<file path="config.mk">
export PLATFORM = sky130hd
export DESIGN_NAME = alu_mul_seq_flat
export DESIGN_NICKNAME = d
export VERILOG_FILES = /design/src/rtl/alu_mul_seq_pkg.sv /design/src/rtl/alu_mul_seq_if.sv /design/src/rtl/alu_mul_seq.sv /design/src/flat_wrapper.sv
export SDC_FILE = /design/constraint.sdc
export NUM_CORES = 1
export LEC_CHECK = 0
export CAP_MARGIN = 20
export CORE_MARGIN = 2
export CORE_UTILIZATION = 50
export CTS_BUF_LIST = sky130_fd_sc_hd__clkbuf_4
export CTS_CLUSTER_SIZE = 30
export DETAILED_ROUTE_END_ITERATION = 8
export PLACE_DENSITY = 0.89
export SETUP_SLACK_MARGIN = 0.1
export SLEW_MARGIN = 25
export SYNTH_ARGS = -nofsm -noshare
export SYNTH_HDL_FRONTEND = slang
export SYNTH_SLANG_ARGS = --single-unit
</file>
<file path="constraint.sdc">
create_clock -name clk -period 4 [get_ports clk]
set_clock_uncertainty 0.2 [all_clocks]
set_input_delay 0.4 -clock clk [delete_from_list [all_inputs] [get_ports clk]]
set_output_delay 0.4 -clock clk [all_outputs]
set_load 0.02 [all_outputs]
</file>
<file path="src/rtl/alu_mul_seq_pkg.sv">
// Shared types for the multiply sequencer and the ALU it borrows.
// Holds the ALU function codes, the sequencer state encoding and iteration count.
package alu_mul_seq_pkg;

    localparam int MUL_W     = 16;
    localparam int MUL_ITERS = 16;
    localparam int CNT_W     = $clog2(MUL_ITERS + 1);

    typedef enum logic [2:0] {
        ALU_ADD  = 3'd0,
        ALU_SUB  = 3'd1,
        ALU_AND  = 3'd2,
        ALU_OR   = 3'd3,
        ALU_XOR  = 3'd4,
        ALU_SL   = 3'd5,
        ALU_SR   = 3'd6,
        ALU_PASS = 3'd7
    } alu_func_e;

    typedef enum logic [2:0] {
        IDLE = 3'd0,
        STEP = 3'd1,
        ADD  = 3'd2,
        SHL  = 3'd3,
        SHR  = 3'd4,
        DONE = 3'd5
    } mul_state_e;

endpackage

</file>
<file path="src/rtl/alu_mul_seq_if.sv">
// Operand and product handshake channels between execute and the multiply sequencer.
// Execute drives the master side; the sequencer is the slave.
interface alu_mul_seq_if;
    import alu_mul_seq_pkg::*;

    logic             in_valid;
    logic             in_ready;
    logic [MUL_W-1:0] in_a;
    logic [MUL_W-1:0] in_b;
    logic             out_valid;
    logic             out_ready;
    logic [MUL_W-1:0] out_prod;

    modport master (
        output in_valid, in_a, in_b, out_ready,
        input  in_ready, out_valid, out_prod
    );

    modport slave (
        input  in_valid, in_a, in_b, out_ready,
        output in_ready, out_valid, out_prod
    );

endinterface

</file>
<file path="src/rtl/alu_mul_seq.sv">
// Shift-and-add multiplier that owns no arithmetic: every add and shift is one
// request to the shared ALU, which only takes effect in cycles where alu_gnt is high.
module alu_mul_seq
    import alu_mul_seq_pkg::*;
#(
    parameter bit EARLY_EXIT = 1'b1
) (
    input  logic             clk,
    input  logic             rst,
    alu_mul_seq_if.slave     bus,
    output logic             busy,
    input  logic             alu_gnt,
    output alu_func_e        alu_func,
    output logic [MUL_W-1:0] alu_a,
    output logic [MUL_W-1:0] alu_b,
    input  logic [MUL_W-1:0] alu_res
);

    mul_state_e       state_q,  state_d;
    logic [MUL_W-1:0] prod_q,   prod_d;
    logic [MUL_W-1:0] mcand_q,  mcand_d;
    logic [MUL_W-1:0] mplier_q, mplier_d;
    logic [CNT_W-1:0] count_q,  count_d;

    always_ff @(posedge clk) begin
        if (rst) begin
            state_q  <= IDLE;
            prod_q   <= '0;
            mcand_q  <= '0;
            mplier_q <= '0;
            count_q  <= '0;
        end else begin
            state_q  <= state_d;
            prod_q   <= prod_d;
            mcand_q  <= mcand_d;
            mplier_q <= mplier_d;
            count_q  <= count_d;
        end
    end

    // ALU requests depend on state alone so the arbiter never sees a loop through alu_gnt.
    always_comb begin
        state_d  = state_q;
        prod_d   = prod_q;
        mcand_d  = mcand_q;
        mplier_d = mplier_q;
        count_d  = count_q;
        alu_func = ALU_ADD;
        alu_a    = '0;
        alu_b    = '0;

        case (state_q)
            IDLE: begin
                if (bus.in_valid) begin
                    mcand_d  = bus.in_a;
                    mplier_d = bus.in_b;
                    prod_d   = '0;
                    count_d  = '0;
                    state_d  = STEP;
                end
            end
            STEP: begin
                if ((EARLY_EXIT && (mplier_q == '0)) || (count_q == CNT_W'(MUL_ITERS))) begin
                    state_d = DONE;
                end else if (mplier_q[0]) begin
                    state_d = ADD;
                end else begin
                    state_d = SHL;
                end
            end
            ADD: begin
                alu_func = ALU_ADD;
                alu_a    = prod_q;
                alu_b    = mcand_q;
                if (alu_gnt) begin
                    prod_d  = alu_res;
                    state_d = SHL;
                end
            end
            SHL: begin
                alu_func = ALU_SL;
                alu_a    = mcand_q;
                alu_b    = MUL_W'(1);
                if (alu_gnt) begin
                    mcand_d = alu_res;
                    state_d = SHR;
                end
            end
            SHR: begin
                alu_func = ALU_SR;
                alu_a    = mplier_q;
                alu_b    = MUL_W'(1);
                if (alu_gnt) begin
                    mplier_d = alu_res;
                    count_d  = count_q + 1'b1;
                    state_d  = STEP;
                end
            end
            DONE: begin
                if (bus.out_ready) begin
                    state_d = IDLE;
                end
            end
            default: begin
                state_d = IDLE;
            end
        endcase
    end

    assign bus.in_ready  = (state_q == IDLE);
    assign bus.out_valid = (state_q == DONE);
    assign bus.out_prod  = prod_q;
    assign busy          = (state_q != IDLE);

endmodule
</file>
<file path="src/flat_wrapper.sv">
// flat-port wrapper written by rule: the top's interface ports become plain ports
module alu_mul_seq_flat import alu_mul_seq_pkg::*;
#(
    parameter bit EARLY_EXIT = 1'b1
)
  (clk, rst, busy, alu_gnt, alu_func, alu_a, alu_b, alu_res, bus_in_valid, bus_in_a, bus_in_b, bus_out_ready, bus_in_ready, bus_out_valid, bus_out_prod);
  alu_mul_seq_if bus_i ();
  input  logic clk;
  input  logic rst;
  output logic busy;
  input  logic alu_gnt;
  output alu_func_e alu_func;
  output logic [MUL_W-1:0] alu_a;
  output logic [MUL_W-1:0] alu_b;
  input  logic [MUL_W-1:0] alu_res;
  input wire logic [$bits(bus_i.in_valid)-1:0] bus_in_valid;
  input wire logic [$bits(bus_i.in_a)-1:0] bus_in_a;
  input wire logic [$bits(bus_i.in_b)-1:0] bus_in_b;
  input wire logic [$bits(bus_i.out_ready)-1:0] bus_out_ready;
  output wire logic [$bits(bus_i.in_ready)-1:0] bus_in_ready;
  output wire logic [$bits(bus_i.out_valid)-1:0] bus_out_valid;
  output wire logic [$bits(bus_i.out_prod)-1:0] bus_out_prod;
  assign bus_i.in_valid = bus_in_valid;
  assign bus_i.in_a = bus_in_a;
  assign bus_i.in_b = bus_in_b;
  assign bus_i.out_ready = bus_out_ready;
  assign bus_in_ready = bus_i.in_ready;
  assign bus_out_valid = bus_i.out_valid;
  assign bus_out_prod = bus_i.out_prod;
  alu_mul_seq #(.EARLY_EXIT(EARLY_EXIT)) u_core (.clk(clk), .rst(rst), .bus(bus_i), .busy(busy), .alu_gnt(alu_gnt), .alu_func(alu_func), .alu_a(alu_a), .alu_b(alu_b), .alu_res(alu_res));
endmodule
</file>
-- Word-level counts from Yosys, hierarchy flattened
Index checks and enable logic that the tools add are counted.
- register bits: 56
- input bits: 53
- output and inout bits: 54
- word-level logic and storage cells: 50
- add/subtract/negate cells: 1
- eq/ne operators: 11
- mux-type cells: 21
- reduce and logical (&&, ||, !) cells: 12
- operator list (operator ; number):
    16-bit one-hot mux with 2 select lines ; 4
    16-bit 2-to-1 mux ; 4
    16-bit one-hot mux with 3 select lines ; 1
    3-bit 2-to-1 mux ; 6
    3-bit one-hot mux with 6 select lines ; 1
    16-bit logical NOT ; 1
    5-bit 2-to-1 mux ; 2
    2-bit inequality test (second input constant) ; 5
    5-bit one-hot mux with 2 select lines ; 1
    3-bit AND reduction ; 3
    3-bit by 2-bit equality test with 1-bit output (second input constant) ; 2
    3-bit equality test (second input constant) ; 2
    3-bit one-hot mux with 2 select lines ; 1
    2-bit nonzero test ; 3
    5-bit by 1-bit adder with 5-bit output (second input constant) ; 1
    5-bit equality test (second input constant) ; 1
    5-bit AND reduction ; 1
    3-bit by 1-bit equality test with 1-bit output (second input constant) ; 1
    3-bit logical NOT ; 1
    3-bit nonzero test ; 1
    2-bit OR reduction ; 1
    1-bit logical OR ; 1
    1-bit 2-to-1 mux ; 1

-- Longest topological paths before layout
- depth after elaboration: 4
- gate-level depth with buffers: 9
- mapped depth without buffers: 6

-- Least setup slack after synthesis
Ideal clock, no wire load.
- path kind: reg2out
- start: register u_core.state_q[1]
- end: output port alu_a[0]
- arrival time: 1664 ps
- required time: 3400 ps
- setup slack: 1736 ps
- cell stages (with the launch flop): 8
- path buffers: 4
- cell sequence: dfxtp_1 -> buf_2 -> nor3b_1 -> buf_4 -> buf_2 -> buf_2 -> nand2_1 -> o21ai_0
- cells in the longest elaborated chain, start to end: 2
- elaborated cells between the ends (all ways): 4
- classes of those cells: eq/ne: 3; mux: 1
- ends and longest elaborated chain (what ; RTL line ; text):
    start, declared ; alu_mul_seq.sv:19 ; mul_state_e state_q, state_d;
    start signal, assigned ; alu_mul_seq.sv:33 ; state_q <= state_d;
    3-bit equality test or 3-bit by 2-bit equality test with 1-bit output (tied branches) ; alu_mul_seq.sv:52 ; case (state_q)
    16-bit one-hot mux with 3 select lines (*) ; alu_mul_seq.sv:52 ;
    end, declared ; flat_wrapper.sv:13 ; output logic [MUL_W-1:0] alu_a;
Every way passes the cells marked *; elsewhere a longest branch is shown, timed or not.

-- Worst setup path in the final report
- start: register u_core.state_q[1]
- end: output port alu_func[2]
- cells in the longest elaborated chain, start to end: 2
- elaborated cells between the ends (all ways): 3
- classes of those cells: eq/ne: 2; mux: 1
- ends and longest elaborated chain (what ; RTL line ; text):
    3-bit equality test or 3-bit by 2-bit equality test with 1-bit output (tied branches) ; alu_mul_seq.sv:52 ;
    3-bit one-hot mux with 2 select lines (*) ; alu_mul_seq.sv:52 ;
    end, declared ; flat_wrapper.sv:12 ; output alu_func_e alu_func;
Marks and branches as above.

==> flow_summary.json <==
{
  "status": "finished clean",
  "cp.depth": 5,
  "hpwl_mm": 6.146,
  "wire_per_inst_um": 16.97,
  "ctsLongestPathBuffers": 2,
  "min_path_type": "reg -> reg",
  "start_util_pct": 50.86,
  "finalPower_mw": 1.818,
  "clock_sinks": 56,
  "synth-simple-area-share_pct": 23.60,
  "grt_remaining_overflow": 0,
  "setup_viol": 0,
  "criticalPathCategory": "reg -> out",
  "syn_nets": 417,
  "drive_gt1_share_pct": 5.345,
  "grt_usage_pct": 27.89,
  "synth_area_um2": 2958,
  "worst_pin_slew_ns": 0.9976,
  "avgSynthCellArea_um2": 8.171,
  "crit_buf_inv": 2,
  "synth_adder_area_share_pct": 0.8460,
  "synth_seq_area_share_pct": 37.90,
  "r2r_cells": 6,
  "cts_tree": "yes",
  "p_per_area_nw_per_um2": 445.4,
  "synth_most_common_cell": "dfxtp_1",
  "die_height_um": 80.92,
  "ys.warnings.count": 0,
  "rr_startpoint": "u_core.state_q[1]$_SDFFE_PP0P_",
  "ys_ff_latch": 56,
  "critPathSlowestCell": "dfxtp_1",
  "synth_xor_area_share_pct": 0.8883,
  "n_fill_cell": 486,
  "final_hold_viol_count": 0,
  "drv_cap": 0,
  "synth_area_leaders": "dfxtp_1 (38%), mux2i_1 (12%), nor2_1 (7.0%)",
  "critPathMaxStageDelay_ns": 0.76,
  "report.final.slew_viol_count": 0,
  "pwr-share-clk_pct": 17.5,
  "synth_compound_area_share_pct": 19.12,
  "worstPathRequired_ns": 3.40,
  "worstSkewPairLatency_ns": 0.39,
  "numPortBuffers": 106,
  "finalSetupTns_ns": 0,
  "synth_edf_count": 0,
  "die_w_um": 80.92,
  "ff2ff_setup_slack_ns": 1.13,
  "cts.htree.levels": 2,
  "floorplan.io_pins": 107,
  "p_leak_nw": 1.423,
  "end_kind": "output port",
  "rsz0062_at_grt": "no",
  "grt_pass1_vias": 2965,
  "synth_mux_area_share_pct": 11.51,
  "critical_path.most_common_cell": "or2_2",
  "cts_hold_buf": 0,
  "final_nets": 503,
  "slew_headroom_pct": 33.49,
  "p_comb_share_pct": 41.2,
  "crit_path_end": "alu_func[2]",
  "syn_to_final_growth_pct": 38.03,
  "drt_iter0_drc": 356,
  "fin_crit_ns": 3.547,
  "cts.clk_slew.worst_paths_ns": 0.16,
  "grt_pass1_wl_mm": 14.19,
  "swShare_pct": 38.54,
  "p_int_mw": 1.118,
  "critPathLaunchType": "flip-flop",
  "critPathLaunch": "u_core.state_q[1]$_SDFFE_PP0P_",
  "crit_chain": "nand2b_4, or2_2, inv_4, or2_2, clkdlybuf4s50_1",
  "die-area_um2": 6547,
  "placeableCoreArea_um2": 5816,
  "irDropWorstVdd_uv": 203.6,
  "synth_common_cells": "dfxtp_1 (56), nor2_1 (55), nand2_1 (52)",
  "antenna_left": 0,
  "drt-vias-per-instance": 5.819,
  "placementRows": 28,
  "post-route-period-util_pct": 88.68,
  "worstPathMaxFanout": 19,
  "synth_cells": 362,
  "synth_top_area_cell": "dfxtp_1",
  "yosys_most_used_dff": "dfxtp_1",
  "yosysTopAreaCellShare_pct": 37.90,
  "worstPathArrival_ns": 2.95,
  "first_pass_iters": 6,
  "diodes": 0,
  "async_flop_share_pct": 0,
  "grt_start_max_net_pins": 55,
  "fmax_ghz": 0.2819,
  "crit_family": "simple AND/OR/NAND/NOR gates",
  "wirelength_mm": 8.892,
  "antenna_found_initial": 0,
  "cts_buffers": 5,
  "switchingPower_mw": 0.7008,
  "yosysUniqueCellTypes": 41,
  "worstHoldStart": "u_core.mcand_q[11]$_SDFFE_PP0P_",
  "remaining_drc_errors": 0,
  "synth_top_family_by_area": "simple AND/OR/NAND/NOR gates",
  "vias": 3049,
  "cts_root_buf": "clkbuf_4",
  "gp_congestion": 0.7923,
  "power.share.sequential_pct": 41.4,
  "r2r_end": "u_core.mcand_q[6]$_SDFFE_PP0P_"
}
## power by group through the flow
stage / clock network (mW) / logic (mW) / registers, mW
global route: 0.340 / 0.813 / 0.767
detailed placement: 0 / 0.740 / 0.760
CTS: 0.318 / 0.746 / 0.749
global placement: 0 / 0.715 / 0.753
finish: 0.318 / 0.748 / 0.752
floorplan: 0 / 0.501 / 0.733
## sequential cells by signal, summed over array words and instances, names as in the netlist
signal and count:
u_core.mplier_q 16, u_core.state_q 3, u_core.bus.out_prod 16, u_core.mcand_q 16
u_core.count_q 5
## layout make-up
cell class                 count  area [um2]  area share [%]
multi-input combinational    268        1665           40.79
clock inverter                 2       35.03          0.8581
clock buffer                   6       45.04           1.103
inverter                       5       21.27          0.5210
sequential                    56        1121           27.46
timing repair buffer         112        1101           26.97
tap                           75       93.84           2.298
## kinds of logic after synthesis
logic type	Yosys count
fa+ha+maj	2
simple gates	151
compound gates	78
mux	34
buf+inv	38
xor+xnor	3
flops	56
## worst reg2reg max path: stages, from the launching register on
cell and delay, ns:
dfxtp_1 0.76, nand2b_4 0.25, or2_2 0.52, inv_4 0.28
a22o_4 0.37, nor2_1 0.09, a311oi_1 0.30
## repair_timing
action,in CTS,in global routing
resized for setup,0,1
endpoints found under the setup margin,0,1
buffers inserted,0,0
## per-stage QoR
| stage | cell area (um2) | cells | hold slack [ns] | utilization [%] | worst slack, ns |
|---|---|---|---|---|---|
| after CTS | 4083 | 524 | 0.3150 | 70.20 | 0.2350 |
| after global routing | 4083 | 524 | 0.3348 | 70.20 | 0.3215 |
| after global placement | 4003 | 516 | 0.2770 | 68.83 | 0.8006 |
| final | 4083 | 524 | 0.3193 | 70.20 | 0.4528 |
| after floorplan | 2958 | 362 | 0.2621 | - | 1.736 |
| after detailed placement | 4003 | 516 | 0.2954 | 68.83 | 0.7280 |
## cell usage in the layout, fill, tap and decap left out, types with 2 or more instances in the layout
cell | synthesis | routed
clkdlybuf4s50_1 | 0 | 105
nand3_1 | 3 | 3
nor2_1 | 55 | 55
dfxtp_1 | 56 | 56
nor3b_2 | 1 | 2
a311oi_1 | 16 | 16
a211oi_1 | 16 | 16
nor3_1 | 3 | 2
nor4_1 | 7 | 7
a32oi_1 | 2 | 2
or3_1 | 2 | 2
o21ai_0 | 20 | 20
clkbuf_4 | 0 | 6
nand2_1 | 52 | 52
a21oi_1 | 3 | 3
and2_1 | 16 | 16
mux2i_1 | 34 | 34
buf_4 | 4 | 6
inv_1 | 3 | 3
or2_2 | 1 | 2
nor2b_1 | 2 | 2
ha_1 | 2 | 2
xnor2_1 | 3 | 3
a22oi_1 | 16 | 16
## worst min path at each step
stage / end / slack (ns) / cells past startpoint
2_1_floorplan: u_core.count_q[0]$_SDFFE_PP0P_ / 0.26 / 2
3_3_place_gp: u_core.count_q[0]$_SDFFE_PP0P_ / 0.28 / 2
3_5_place_dp: u_core.count_q[0]$_SDFFE_PP0P_ / 0.30 / 2
4_1_cts: u_core.count_q[0]$_SDFFE_PP0P_ / 0.31 / 2
5_1_grt: u_core.count_q[0]$_SDFFE_PP0P_ / 0.33 / 2
6_report: u_core.mcand_q[11]$_SDFFE_PP0P_ / 0.32 / 2
## per-layer routing
layer  track usage, %  share of wire, %  up-vias
met3            6.111               7.8       23
met4            13.73               2.5        0
met5                0                 0        -
met2            45.04                48      130
met1            35.17                42     1439
li1                 -                 -     1457
Power figures use the tool's default switching activity.
